--- src/rtl/multicycle_sequencer_if.sv ---
// multicycle_sequencer_if: run control, opcode, memory handshake and datapath strobes between sequencer and core
interface multicycle_sequencer_if #(
  parameter int INSTRET_W = 32
);
  logic                 en;
  logic [6:0]           opcode;
  logic                 mem_ready;
  logic                 mem_req;
  logic                 mem_read;
  logic                 mem_write;
  logic                 ir_write;
  logic                 pc_write;
  logic                 alu_src;
  logic                 mem_to_reg;
  logic                 reg_write;
  logic [2:0]           state;
  logic                 mem_err;
  logic                 illegal;
  logic [INSTRET_W-1:0] instret;
  modport master (
    input  en, opcode, mem_ready,
    output mem_req, mem_read, mem_write, ir_write, pc_write, alu_src,
           mem_to_reg, reg_write, state, mem_err, illegal, instret
  );
  modport slave (
    output en, opcode, mem_ready,
    input  mem_req, mem_read, mem_write, ir_write, pc_write, alu_src,
           mem_to_reg, reg_write, state, mem_err, illegal, instret
  );
endinterface

--- src/rtl/multicycle_sequencer.sv ---
// multicycle_sequencer: fetch/decode/execute/mem/writeback control FSM with memory timeout and retire counter; ILLEGAL_TRAP_EN enables illegal-opcode trapping
module multicycle_sequencer #(
  parameter int MEM_TIMEOUT = 16,
  parameter int INSTRET_W   = 32
) (
  input logic                    clk,
  input logic                    rst_n,
  multicycle_sequencer_if.master bus
);
  localparam int CW = $clog2(MEM_TIMEOUT + 1);
  typedef enum logic [2:0] {IDLE, FETCH, DECODE, EXECUTE, MEM, WB, ERROR, TRAP} state_t;
  typedef enum logic [1:0] {C_OP, C_OP_IMM, C_LOAD, C_STORE} cls_t;
  state_t               state_q;
  cls_t                 cls_q, cls_d;
  logic                 legal_d, expired_d, mem_err_q, illegal_q;
  logic [CW-1:0]        wait_q;
  logic [INSTRET_W-1:0] instret_q;
  // classify the opcode presented during DECODE
  always_comb begin
    cls_d   = C_OP;
    legal_d = 1'b1;
    case (bus.opcode)
      7'b0110011: cls_d = C_OP;
      7'b0010011: cls_d = C_OP_IMM;
      7'b0000011: cls_d = C_LOAD;
      7'b0100011: cls_d = C_STORE;
      default:    legal_d = 1'b0;
    endcase
  end
  assign expired_d = !bus.mem_ready && (int'(wait_q) + 1 >= MEM_TIMEOUT);
  // state, opcode class, wait counter, sticky flags and retire counter
  always_ff @(posedge clk or negedge rst_n) begin
    if (!rst_n) begin
      state_q   <= IDLE;
      cls_q     <= C_OP;
      wait_q    <= '0;
      mem_err_q <= 1'b0;
      illegal_q <= 1'b0;
      instret_q <= '0;
    end else begin
      case (state_q)
        IDLE: if (bus.en) state_q <= FETCH;
        FETCH, MEM:
          if (bus.mem_ready) begin
            wait_q <= '0;
            if (state_q == FETCH) state_q <= DECODE;
            else if (cls_q == C_LOAD) state_q <= WB;
            else begin
              state_q   <= FETCH;
              instret_q <= instret_q + 1'b1;
            end
          end else if (expired_d) begin
            state_q   <= ERROR;
            mem_err_q <= 1'b1;
          end else wait_q <= wait_q + 1'b1;
        DECODE:
          if (legal_d) begin
            state_q <= EXECUTE;
            cls_q   <= cls_d;
          end else begin
`ifdef ILLEGAL_TRAP_EN
            state_q   <= TRAP;
            illegal_q <= 1'b1;
`else
            state_q <= FETCH;
`endif
          end
        EXECUTE: state_q <= (cls_q == C_LOAD || cls_q == C_STORE) ? MEM : WB;
        WB: begin
          state_q   <= FETCH;
          instret_q <= instret_q + 1'b1;
        end
        default: state_q <= state_q;
      endcase
    end
  end
  assign bus.state      = state_q;
  assign bus.mem_req    = state_q == FETCH || state_q == MEM;
  assign bus.mem_read   = state_q == FETCH || (state_q == MEM && cls_q == C_LOAD);
  assign bus.mem_write  = state_q == MEM && cls_q == C_STORE;
  assign bus.ir_write   = state_q == FETCH && bus.mem_ready;
  assign bus.pc_write   = state_q == FETCH && bus.mem_ready;
  assign bus.alu_src    = (state_q == EXECUTE || state_q == MEM || state_q == WB) && cls_q != C_OP;
  assign bus.mem_to_reg = state_q == WB && cls_q == C_LOAD;
  assign bus.reg_write  = state_q == WB;
  assign bus.mem_err    = mem_err_q;
  assign bus.illegal    = illegal_q;
  assign bus.instret    = instret_q;
endmodule

--- src/flat_wrapper.sv ---
// flat-port wrapper written by rule: the top's interface ports become plain ports
module multicycle_sequencer_flat 
#(
  parameter int MEM_TIMEOUT = 16,
  parameter int INSTRET_W   = 32
)
  (clk, rst_n, bus_en, bus_opcode, bus_mem_ready, bus_mem_req, bus_mem_read, bus_mem_write, bus_ir_write, bus_pc_write, bus_alu_src, bus_mem_to_reg, bus_reg_write, bus_state, bus_mem_err, bus_illegal, bus_instret);
  multicycle_sequencer_if #(.INSTRET_W(INSTRET_W)) bus_i ();
  input logic clk;
  input logic rst_n;
  input wire logic [$bits(bus_i.en)-1:0] bus_en;
  input wire logic [$bits(bus_i.opcode)-1:0] bus_opcode;
  input wire logic [$bits(bus_i.mem_ready)-1:0] bus_mem_ready;
  output wire logic [$bits(bus_i.mem_req)-1:0] bus_mem_req;
  output wire logic [$bits(bus_i.mem_read)-1:0] bus_mem_read;
  output wire logic [$bits(bus_i.mem_write)-1:0] bus_mem_write;
  output wire logic [$bits(bus_i.ir_write)-1:0] bus_ir_write;
  output wire logic [$bits(bus_i.pc_write)-1:0] bus_pc_write;
  output wire logic [$bits(bus_i.alu_src)-1:0] bus_alu_src;
  output wire logic [$bits(bus_i.mem_to_reg)-1:0] bus_mem_to_reg;
  output wire logic [$bits(bus_i.reg_write)-1:0] bus_reg_write;
  output wire logic [$bits(bus_i.state)-1:0] bus_state;
  output wire logic [$bits(bus_i.mem_err)-1:0] bus_mem_err;
  output wire logic [$bits(bus_i.illegal)-1:0] bus_illegal;
  output wire logic [$bits(bus_i.instret)-1:0] bus_instret;
  assign bus_i.en = bus_en;
  assign bus_i.opcode = bus_opcode;
  assign bus_i.mem_ready = bus_mem_ready;
  assign bus_mem_req = bus_i.mem_req;
  assign bus_mem_read = bus_i.mem_read;
  assign bus_mem_write = bus_i.mem_write;
  assign bus_ir_write = bus_i.ir_write;
  assign bus_pc_write = bus_i.pc_write;
  assign bus_alu_src = bus_i.alu_src;
  assign bus_mem_to_reg = bus_i.mem_to_reg;
  assign bus_reg_write = bus_i.reg_write;
  assign bus_state = bus_i.state;
  assign bus_mem_err = bus_i.mem_err;
  assign bus_illegal = bus_i.illegal;
  assign bus_instret = bus_i.instret;
  multicycle_sequencer #(.MEM_TIMEOUT(MEM_TIMEOUT), .INSTRET_W(INSTRET_W)) u_core (.clk(clk), .rst_n(rst_n), .bus(bus_i));
endmodule
--- config.mk ---
export PLATFORM = sky130hd
export DESIGN_NAME = multicycle_sequencer_flat
export DESIGN_NICKNAME = d
export VERILOG_FILES = /design/src/rtl/multicycle_sequencer_if.sv /design/src/rtl/multicycle_sequencer.sv /design/src/flat_wrapper.sv
export SDC_FILE = /design/constraint.sdc
export NUM_CORES = 1
export LEC_CHECK = 0
export ABC_AREA = 1
export CELL_PAD_IN_SITES_DETAIL_PLACEMENT = 1
export CELL_PAD_IN_SITES_GLOBAL_PLACEMENT = 1
export CORE_ASPECT_RATIO = 0.5
export CORE_UTILIZATION = 25
export DETAILED_ROUTE_END_ITERATION = 8
export GPL_ROUTABILITY_DRIVEN = 0
export PLACE_DENSITY_LB_ADDON = 0.1
export SYNTH_ARGS = -nofsm -noshare
export SYNTH_HDL_FRONTEND = slang
export SYNTH_SLANG_ARGS = --single-unit
--- constraint.sdc ---
create_clock -name clk -period 1.97 [get_ports clk]
set_clock_uncertainty 0.05 [all_clocks]
set_input_delay 0.197 -clock clk [delete_from_list [all_inputs] [get_ports clk]]
set_output_delay 0.197 -clock clk [all_outputs]
set_load 0.005 [all_outputs]
-- Word level (Yosys, flattened, before mapping)
Index checks and enable logic that the tools add are counted.
- multiplexer cells: 16
- order comparisons: 1
- bitwise gates (word level): 1
- reductions and logical operators: 23
- add/sub/neg operators: 3
- eq/ne operators: 17
- operators with widths (cell ; count):
    $mux 32 ; 3
    $pmux 32 s2 ; 1
    $add 32x1->32 const B ; 1
    $ge 32x6->1 const B ; 1
    $mux 3 ; 5
    $pmux 3 s5 ; 1
    $eq 7x6->1 const B ; 2
    $mux 5 ; 2
    $ne 2x2->1 const B ; 5
    $eq 7x2->1 const B ; 1
    $eq 7x5->1 const B ; 1
    $add 5x1->6 const B ; 1
    $eq 3x2->1 const B ; 2
    $eq 3x3->1 const B ; 2
    $logic_and 1x1->1 ; 6
    $pmux 2 s3 ; 1
    $reduce_and 3->1 ; 2
    $add 5x1->5 const B ; 1
    $logic_or 1x1->1 ; 5
    $reduce_bool 5->1 ; 1
    $eq 2x2->1 const B ; 2
    $reduce_and 2->1 ; 2
    $reduce_and 4->1 ; 1
    $reduce_bool 2->1 ; 2
    9 further kinds ; 10
- word-level logic and storage cells: 66
- register bits after elaboration: 43
- input bits: 11
- output and inout port bits: 45

-- Depth between registers and ports, before layout
Gate-level depths: netlist of the first run.
- word-level depth: 6
- depth in mapped cells: 10
- depth with buffers taken out: 10

-- Worst setup path after synthesis of the first run
Ideal clock, no wire load.
- kind: reg-to-reg
- start point: reg u_core.instret_q[1], in the netlist u_core.bus.instret[1]
- end point: reg u_core.instret_q[22], in the netlist u_core.bus.instret[22]
- path buffers: 0
- path slack: 385 ps
- library setup time: 120 ps
- period minus slack after synthesis: 1585 ps
- cell stages (with the launch flop): 9
- arrival time: 1415 ps
- data required time: 1800 ps
- cells stage by stage: dfrtp_1 -> ha_1 -> inv_1 -> nor2_1 -> nand2_1 -> nor2_1 -> nand3_1 -> o21ai_1 -> nand2_1
- word-level cells in the longest chain between the ends: 5
- RTL lines (element ; RTL line ; text):
    start: declaration ; multicycle_sequencer.sv:17 ; logic [INSTRET_W-1:0] instret_q;
    start signal: assignment ; multicycle_sequencer.sv:50 ; instret_q <= instret_q + 1'b1;
    start signal: assignment ; multicycle_sequencer.sv:71 ; instret_q <= instret_q + 1'b1;
    $add 32x1->32 * ; multicycle_sequencer.sv:50, multicycle_sequencer.sv:71 ;
    $mux 32 ; multicycle_sequencer.sv:47 ; else if (cls_q == C_LOAD) state_q <= WB;
    $mux 32 ; multicycle_sequencer.sv:46 ; if (state_q == FETCH) state_q <= DECODE;
    $mux 32 ; multicycle_sequencer.sv:44 ; if (bus.mem_ready) begin
    $pmux 32 s2 * ; multicycle_sequencer.sv:41 ; case (state_q)
Mark *: on every way between the ends. The rest lies on a longest branch, timed or not. The select of a mux whose other input is x is not followed.
A chain may end at the register's enable or synchronous reset.

-- Worst setup path in the final report of the first run
- start point: reg u_core.state_q[0], in the netlist u_core.bus.state[0]
- end point: out bus_mem_req
- word-level cells in the longest chain between the ends: 2
- elaborated cells on any way between the ends: 3
- classes of those cells: 2 x eq/ne; 1 x reduce/logical
- RTL lines (element ; RTL line ; text):
    start: declaration ; multicycle_sequencer.sv:13 ; state_t state_q;
    start signal: assignment ; multicycle_sequencer.sv:68 ; EXECUTE: state_q <= (cls_q == C_LOAD || cls_q == C_STORE) ? MEM : WB;
    start signal: assignment ; multicycle_sequencer.sv:73 ; default: state_q <= state_q;
    $eq 3x1->1 / $eq 3x3->1 (equally long branches) ; multicycle_sequencer.sv:78 ; assign bus.mem_req = state_q == FETCH || state_q == MEM;
    $logic_or 1x1->1 * ; multicycle_sequencer.sv:78 ;
    end: declaration ; flat_wrapper.sv:14 ; output wire logic [$bits(bus_i.mem_req)-1:0] bus_mem_req;
Mark *: on every way between the ends. The rest lies on a longest branch, timed or not.

==> impl_metrics.yaml, run 1 <==
outcome:
  status: "finished clean"
job:
  drv_cap: 0
timing:
  fin_tns_setup_ns: 0
  maxSlewViolCount: 0
  post-route-period-util: 0.9652
  layout_setup_ws_ns: 0.06854
  slew_headroom: 0.6502
  setup_violations: 0
  worst_slew_pin_slew_ns: 0.5248
  rsz0062_at_grt: "true"
  finalHoldViolCount: 0
  finalCriticalPeriod_ns: 1.901
  max_freq_ghz: 0.5259
final_layout:
  drive_above_1_share: 0.08547
  areaGrowthSynthToFinish_pct: 37.38
  mostFrequentLayoutCells: "159 x nand2_1, 56 x nor2_1, 51 x clkdlybuf4s50_1, 41 x dfrtp_1, 40 x inv_1"
  layout_commonest_cell: "nand2_1"
  final_cell_area_sq_um: 3651
  nets: 481
  antenna_cells: 0
power_and_ir_drop:
  p_leak_nw: 1.635
  peakVddDrop_uv: 550.1
  power_density_nw_per_um2: 1061
  p_total_mw: 3.875
placement:
  post_dp_cell_area_sq_um: 3396
  dp_worst_setup_slack_ns: 0.1312
  dpl.hpwl_mm: 6.241
  portBuffers: 54
worst_setup_path:
  cp-start-kind: "register"
  path_class: "register to output pin"
  worstPathRequired_ns: 1.72
  arrival_ns: 1.65
  worstRegToRegCells: 8
  regToRegStartpoint: "u_core.bus.instret[1]"
  cp_max_fo: 6
  reg2reg_to: "u_core.bus.instret[24]"
  r2r_slack_ns: 0.24
  crit_path_end_kind: "output pin"
floorplanning:
  die_area_sq_um: 11070
  die_w_um: 147.8
  coreArea_sq_um: 10280
  fp-row-count: 26
  die_y_um: 74.91
  start_util: 0.2585
  io-pin-count: 56
drt:
  drtIter0Drc: 47
  drtAntennaViolNets: 0
  first_pass_iters: 4
  vias_per_cell: 4.304
  drc: 0
  finalWirelength_mm: 8.105
  dr_total_vias: 2617
  wire_per_inst_um: 13.33
synth:
  synth.net_count: 416
  yosysSeqAreaShare: 0.4049
  synthTopCellsByArea: "dfrtp_1 40%, nand2_1 23%, nor2_1 8.9%"
  avgSynthCellArea_sq_um: 6.594
  synthesis.instances: 403
  yosysWarnings: 1
  yosysTopAreaCellShare: 0.4049
  synth.distinct_cells: 25
  synth_area_leader_cell: "dfrtp_1"
  ys_ff_latch: 43
  synth_area_sq_um: 2658
global_routing:
  grt_pass1_wl_mm: 13.47
  grt_pass1_vias: 2655
  track_usage: 0.1598
  antenna_found_initial: 0
  grt_max_degree: 32
  gr-total-overflow: 0
worst_hold_path:
  hold_class: "input pin to asynchronous set/reset pin"
clock_tree:
  cts_max_level: 2
  cts_tree: "done"
  root_buffer: "clkbuf_16"
  clock_path_buffers: 2
  cts_buffers: 5
  clock_latency_ns: 0.29
  clk_pin_slew_ns: 0.07
  clkSinkCount: 43
sequential cells by signal, summed over array words and instances (netlist names):
| register | count |
|---|---|
| u_core.bus.state | 3 |
| u_core.bus.instret | 32 |
| u_core.cls_q | 2 |
| u_core.wait_q | 5 |
| u_core.bus.mem_err | 1 |
layout make-up:
class                      count  area, sq um
sequential                    43         1079
inverter                      42        157.7
clock inverter                 1        30.03
multi-input combinational    311         1434
clock buffer                   6        128.9
fill                        1302         6629
timing repair buffer          65        646.9
tap                          140        175.2
synth_stat cells:
| cell | number |
|---|---|
| a21oi_1 | 3 |
| nor4_1 | 1 |
| o21ai_0 | 17 |
| nand3_1 | 24 |
| inv_1 | 41 |
| dfrtp_1 | 43 |
| inv_2 | 1 |
| nor2_1 | 63 |
| conb_1 | 1 |
| buf_2 | 4 |
| a22oi_1 | 1 |
| nand4_1 | 4 |
| a31o_2 | 1 |
| xor2_1 | 13 |
| nor2_4 | 1 |
| buf_4 | 3 |
| o21ai_1 | 6 |
| nand2_1 | 161 |
| nor3b_1 | 1 |
| ha_1 | 2 |
| a21oi_2 | 1 |
| nand2_2 | 4 |
| xnor2_1 | 3 |
| nor2_2 | 1 |
| nor3_1 | 3 |
where the power goes:
group          total, mW  switching [mW]  internal (mW)
sequential          1.23           0.191           1.04
clock              0.955           0.362          0.593
combinational       1.69           0.953          0.736
total               3.88            1.51           2.37
kinds of logic (layout without fill, tap and decap cells):
group                    count (synthesis)  after routing  synth area share
flip-flops                              43             43            0.4049
AO/OA/AOI/OAI                           29             29           0.05838
XOR/XNOR                                16             16           0.05273
adder cells (fa/ha/maj)                  2              2          0.009415
buffers and inverters                   49            114           0.07533
AND/OR/NAND/NOR                        263            263            0.3978
other                                    1              1          0.001411
how the worst max path moves through the flow:
stage	startpoint	end	depth (start not counted)
final	u_core.bus.state[0]	bus_mem_req	5
after global routing	u_core.bus.state[0]	bus_mem_req	5
after CTS	u_core.bus.state[0]	bus_mem_req	5
after detailed placement	u_core.bus.state[1]	u_core.bus.instret[19]	8
after global placement	u_core.bus.state[0]	u_core.bus.instret[19]	9
after floorplan	u_core.bus.instret[1]	u_core.bus.instret[22]	8
repair_timing:
| item | 4_1_cts | 5_1_grt |
|---|---|---|
| setup endpoints to repair | 6 | 11 |
| hold endpoints to repair | 19 | 0 |
| buffers inserted | 2 | 2 |
| pin swaps | 0 | 1 |
| resized for setup | 7 | 13 |
| hold buffers | 1 | 0 |
stage by stage:
stage	utilization	hold slack (ns)	cells
finish	0.3552	0.3570	608
global route	0.3552	0.4180	608
CTS	0.3493	0.3704	606
detailed placement	0.3303	0.1559	596
global placement	0.3303	0.1681	596
floorplan	-	-0.1486	403
critical path: stages (launching register included):
cell and delay [ns]:
dfrtp_1 0.42, inv_2 0.08, nor2_4 0.15, nand2_4 0.10, nand2_4 0.09, clkdlybuf4s50_1 0.52
per-layer routing:
layer  part of all wire  GRT usage  vias to the layer above
met1               0.53     0.2155                     1215
met2               0.43     0.2652                       29
met3              0.030    0.03636                        4
met5                  0          0                        -
li1                   -          -                     1369
met4             0.0068    0.03436                        0
Note: power is estimated with default switching activity, not from simulation.
==> inputs of run 2 (changes only) <==
--- a/config.mk
+++ b/config.mk
@@ -9,7 +9,7 @@
 export CELL_PAD_IN_SITES_DETAIL_PLACEMENT = 1
 export CELL_PAD_IN_SITES_GLOBAL_PLACEMENT = 1
 export CORE_ASPECT_RATIO = 0.5
-export CORE_UTILIZATION = 25
+export CORE_UTILIZATION = 30
 export DETAILED_ROUTE_END_ITERATION = 8
 export GPL_ROUTABILITY_DRIVEN = 0
 export PLACE_DENSITY_LB_ADDON = 0.1
==> impl_metrics.yaml, run 2 (same netlist as run 1, synthesis figures left out) <==
clock_tree:
  clk_pin_slew_ns: 0.07
  cts_buffers: 5
  cts_tree: "done"
  clock_path_buffers: 2
  root_buffer: "clkbuf_16"
  cts_max_level: 2
  clock_latency_ns: 0.29
  clkSinkCount: 43
drt:
  first_pass_iters: 4
  drtIter0Drc: 80
  dr_total_vias: 2759
  finalWirelength_mm: 8.296
  drtAntennaViolNets: 0
  vias_per_cell: 4.790
  wire_per_inst_um: 14.40
  drc: 0
outcome:
  status: "finished clean"
timing:
  worst_slew_pin_slew_ns: 0.5012
  slew_headroom: 0.6659
  maxSlewViolCount: 0
  finalHoldViolCount: 0
  max_freq_ghz: 0.5090
  rsz0062_at_grt: "true"
  setup_violations: 0
  finalCriticalPeriod_ns: 1.965
  post-route-period-util: 0.9972
floorplanning:
  die_w_um: 135.1
  io-pin-count: 56
  coreArea_sq_um: 8288
  start_util: 0.3207
  fp-row-count: 23
  die_y_um: 68.56
  die_area_sq_um: 9262
worst_setup_path:
  arrival_ns: 1.72
  cp_max_fo: 5
  path_class: "register to output pin"
  crit_path_end_kind: "output pin"
  cp-start-kind: "register"
  worstPathRequired_ns: 1.72
final_layout:
  areaGrowthSynthToFinish_pct: 34.32
  final_util: 0.4307
  antenna_cells: 0
  mostFrequentLayoutCells: "160 x nand2_1, 57 x nor2_1, 49 x clkdlybuf4s50_1, 40 x inv_1, 40 x dfrtp_1"
  finish.cell_count_without_fillers: 576
  nets: 477
  fill_cells: 1054
  layout_commonest_cell: "nand2_1"
  largest_reg_flops: 32
  drive_above_1_share: 0.07759
placement:
  dpl.hpwl_mm: 6.497
  portBuffers: 54
  placedCellCount: 567
power_and_ir_drop:
  peakVddDrop_uv: 643.2
  p_leak_nw: 1.618
  p_total_mw: 3.783
  power_density_nw_per_um2: 1060
worst_hold_path:
  hold_class: "input pin to asynchronous set/reset pin"
job:
  drv_cap: 0
global_routing:
  gr-total-overflow: 0
  grt_max_degree: 32
  grt_pass1_vias: 2863
  grt_pass1_wl_mm: 13.81
  antenna_found_initial: 0
  track_usage: 0.1953
## run 2: changes by cell type in the layout (fill, tap and decap cells not counted), moves of 2 or more
cell and change:
buf_4 -3, nand2_4 -2, nor2_2 -2, clkdlybuf4s50_1 -2
## run 2: final cells by class
cell class	count	area, sq um	share of cell area
inverters	42	157.7	0.04416
repair buffers	61	605.6	0.1696
flip-flops and latches	43	1080	0.3025
multi-input cells	311	1428	0.3999
clock buffers	6	128.9	0.03610
clock inverters	1	30.03	0.008412
well taps	112	140.1	0.03926
## run 2: through the flow
| step | TNS (ns) | setup WS [ns] | hold slack, ns | cell area (sq um) |
|---|---|---|---|---|
| after floorplan | 0 | 0.3849 | -0.1486 | 2658 |
| after global placement | 0 | 0.1469 | 0.1380 | 3341 |
| final | 0 | 0.005419 | 0.3497 | 3570 |
| after detailed placement | 0 | 0.08226 | 0.1513 | 3341 |
| after CTS | 0 | 0.008843 | 0.3735 | 3545 |
| after global routing | -0.05161 | -0.04227 | 0.3892 | 3570 |
## run 2: report_power, final
part / internal [mW] / leakage [nW] / switching [mW]
logic: 0.654 / 0.992 / 0.941
clock network: 0.593 / 0.0769 / 0.355
registers: 1.04 / 0.549 / 0.198
## run 2: layer usage
layer | share of wire | routed length [um] | vias to the layer above | GRT usage
met5 | 0 | 0 | - | 0
li1 | - | - | 1369 | -
met1 | 0.47 | 3893 | 1329 | 0.2374
met2 | 0.48 | 4002 | 56 | 0.3609
met3 | 0.042 | 351 | 5 | 0.04532
met4 | 0.0059 | 49 | 0 | 0.03792
## run 2: what timing repair did
| action | in CTS | in global routing |
|---|---|---|
| setup buffers | 1 | 0 |
| pin swaps | 0 | 0 |
| hold buffers | 1 | 0 |
| hold endpoints to repair | 18 | 0 |
| endpoints found under the setup margin | 7 | 11 |
| resized for setup | 13 | 8 |
## run 2: final timing paths
check                                       from                endpoint  slack [ns]  cells after the start
max reg2reg                u_core.bus.instret[1]  u_core.bus.instret[24]        0.17                      8
max in group asynchronous                  rst_n     u_core.bus.state[1]        0.90                      3
min reg2reg                   u_core.bus.mem_err      u_core.bus.mem_err        0.43                      1
min in group clk              u_core.bus.mem_err      u_core.bus.mem_err        0.43                      1
min                                        rst_n   u_core.bus.instret[5]        0.35                      2
max                          u_core.bus.state[1]           bus_mem_write       0.005                      4
## run 2: critical path, cell delays in order, from the launching register on
cell	delay, ns
dfrtp_2	0.47
nor2_2	0.15
nand2_2	0.12
nor3_2	0.16
clkdlybuf4s50_1	0.53
==> inputs of run 3 (changes only) <==
--- a/config.mk
+++ b/config.mk
@@ -9,6 +9,7 @@
 export CELL_PAD_IN_SITES_DETAIL_PLACEMENT = 1
 export CELL_PAD_IN_SITES_GLOBAL_PLACEMENT = 1
 export CORE_ASPECT_RATIO = 0.5
+export CORE_MARGIN = 2
 export CORE_UTILIZATION = 30
 export DETAILED_ROUTE_END_ITERATION = 8
 export GPL_ROUTABILITY_DRIVEN = 0
==> impl_metrics.yaml, run 3 (same netlist as run 1, synthesis figures left out) <==
drt:
  dr_total_vias: 2729
  wire_per_inst_um: 14.12
  drtIter0Drc: 70
  vias_per_cell: 4.673
  finalWirelength_mm: 8.246
  first_pass_iters: 4
  drc: 0
  drtAntennaViolNets: 0
final_layout:
  mostFrequentLayoutCells: "160 x nand2_1, 57 x nor2_1, 49 x clkdlybuf4s50_1, 40 x dfrtp_1, 39 x inv_1"
  fill_cells: 1144
  drive_above_1_share: 0.08137
  antenna_cells: 0
  largest_reg_flops: 32
  layout_commonest_cell: "nand2_1"
  nets: 480
  areaGrowthSynthToFinish_pct: 35.59
global_routing:
  grt_pass1_vias: 2897
  grt_pass1_wl_mm: 13.97
  gr-total-overflow: 0
  grt_max_degree: 44
  antenna_found_initial: 0
  track_usage: 0.1845
timing:
  worst_slew_pin_slew_ns: 0.5828
  finalCriticalPeriod_ns: 1.903
  max_freq_ghz: 0.5255
  layout_setup_ws_ns: 0.06715
  finalHoldViolCount: 0
  setup_violations: 0
  post-route-period-util: 0.9659
  maxSlewViolCount: 0
  slew_headroom: 0.6114
clock_tree:
  cts_max_level: 2
  clock_path_buffers: 2
  cts_tree: "done"
  cts_buffers: 5
  clk_pin_slew_ns: 0.06
  root_buffer: "clkbuf_16"
  clkSinkCount: 43
  clock_latency_ns: 0.29
worst_setup_path:
  cp-start-kind: "register"
  worstPathRequired_ns: 1.72
  crit_chain: "inv_2 > nor2_4 > nand2_4 > nor2_2 > clkdlybuf4s50_1"
  arrival_ns: 1.66
  cp_max_fo: 6
  path_buf_inv: 2
  worstRegToRegCells: 8
  crit_path_end_kind: "output pin"
  worstSetupPathDepth: 5
  cpLargestDelayFamily: "buffers and inverters"
  cp_slowest_stage_delay_ns: 0.51
  cpMaxStageDelayCell: "clkdlybuf4s50_1"
  path_class: "register to output pin"
worst_hold_path:
  holdPathStages: 1
  hold_class: "register to register"
power_and_ir_drop:
  p_total_mw: 3.896
  p_leak_nw: 1.653
  peakVddDrop_uv: 642.2
  power_density_nw_per_um2: 1081
placement:
  dp_worst_setup_slack_ns: 0.09115
  dpl.hpwl_mm: 6.401
  portBuffers: 54
floorplanning:
  fp-row-count: 24
  coreArea_sq_um: 8648
  die_y_um: 70.56
  die_w_um: 137.1
  start_util: 0.3073
  die_area_sq_um: 9673
  io-pin-count: 56
job:
  drv_cap: 0
outcome:
  status: "finished clean"
-- run 3: what timing repair did --
item / in CTS / in global routing
setup buffers: 1 / 2
pin swaps: 0 / 1
hold endpoints to repair: 43 / 0
setup endpoints to repair: 8 / 11
resized for setup: 9 / 13
hold buffers: 1 / 0
-- run 3: worst paths after layout --
check                                      start                endpoint  slack (ns)
min reg2reg                   u_core.bus.mem_err      u_core.bus.mem_err        0.43
max                          u_core.bus.state[0]            bus_ir_write        0.07
min                           u_core.bus.mem_err      u_core.bus.mem_err        0.43
min in group asynchronous                  rst_n   u_core.bus.instret[9]        0.47
max in group asynchronous                  rst_n     u_core.bus.state[1]        0.96
max reg2reg                u_core.bus.instret[1]  u_core.bus.instret[24]        0.19
-- run 3: cell type report --
type | instances | area (sq um) | area share
repair buffers | 64 | 631.9 | 0.1753
well taps | 117 | 146.4 | 0.04062
clock buffers | 6 | 128.9 | 0.03576
flip-flops and latches | 43 | 1080 | 0.2997
inverters | 42 | 157.7 | 0.04375
multi-input cells | 311 | 1429 | 0.3965
clock inverters | 1 | 30.03 | 0.008333
-- run 3: metal layers --
layer / up-vias / GRT usage / wire length, um / part of all wire
met3: 5 / 0.04659 / 337 / 0.041
met4: 0 / 0.03436 / 55 / 0.0067
met5: - / 0 / 0 / 0
met1: 1309 / 0.2375 / 3958 / 0.48
met2: 44 / 0.3184 / 3895 / 0.47
li1: 1371 / - / - / -
-- run 3: metrics by stage --
step | TNS (ns) | instance area, sq um | utilization | cells | hold WS [ns]
after floorplan | 0 | 2658 | - | 403 | -0.1486
after global placement | 0 | 3354 | 0.3879 | 573 | 0.2737
after detailed placement | 0 | 3354 | 0.3879 | 573 | 0.2778
after CTS | 0 | 3546 | 0.4100 | 582 | 0.4435
after global routing | -0.03249 | 3603 | 0.4167 | 584 | 0.4543
final | 0 | 3603 | 0.4167 | 584 | 0.4332
-- run 3: power by group --
part	switching, mW	leakage (nW)	internal [mW]	total [mW]
clock	0.346	0.0769	0.592	0.938
sequential	0.206	0.549	1.04	1.25
combinational	0.971	1.03	0.737	1.71
total	1.52	1.65	2.37	3.90
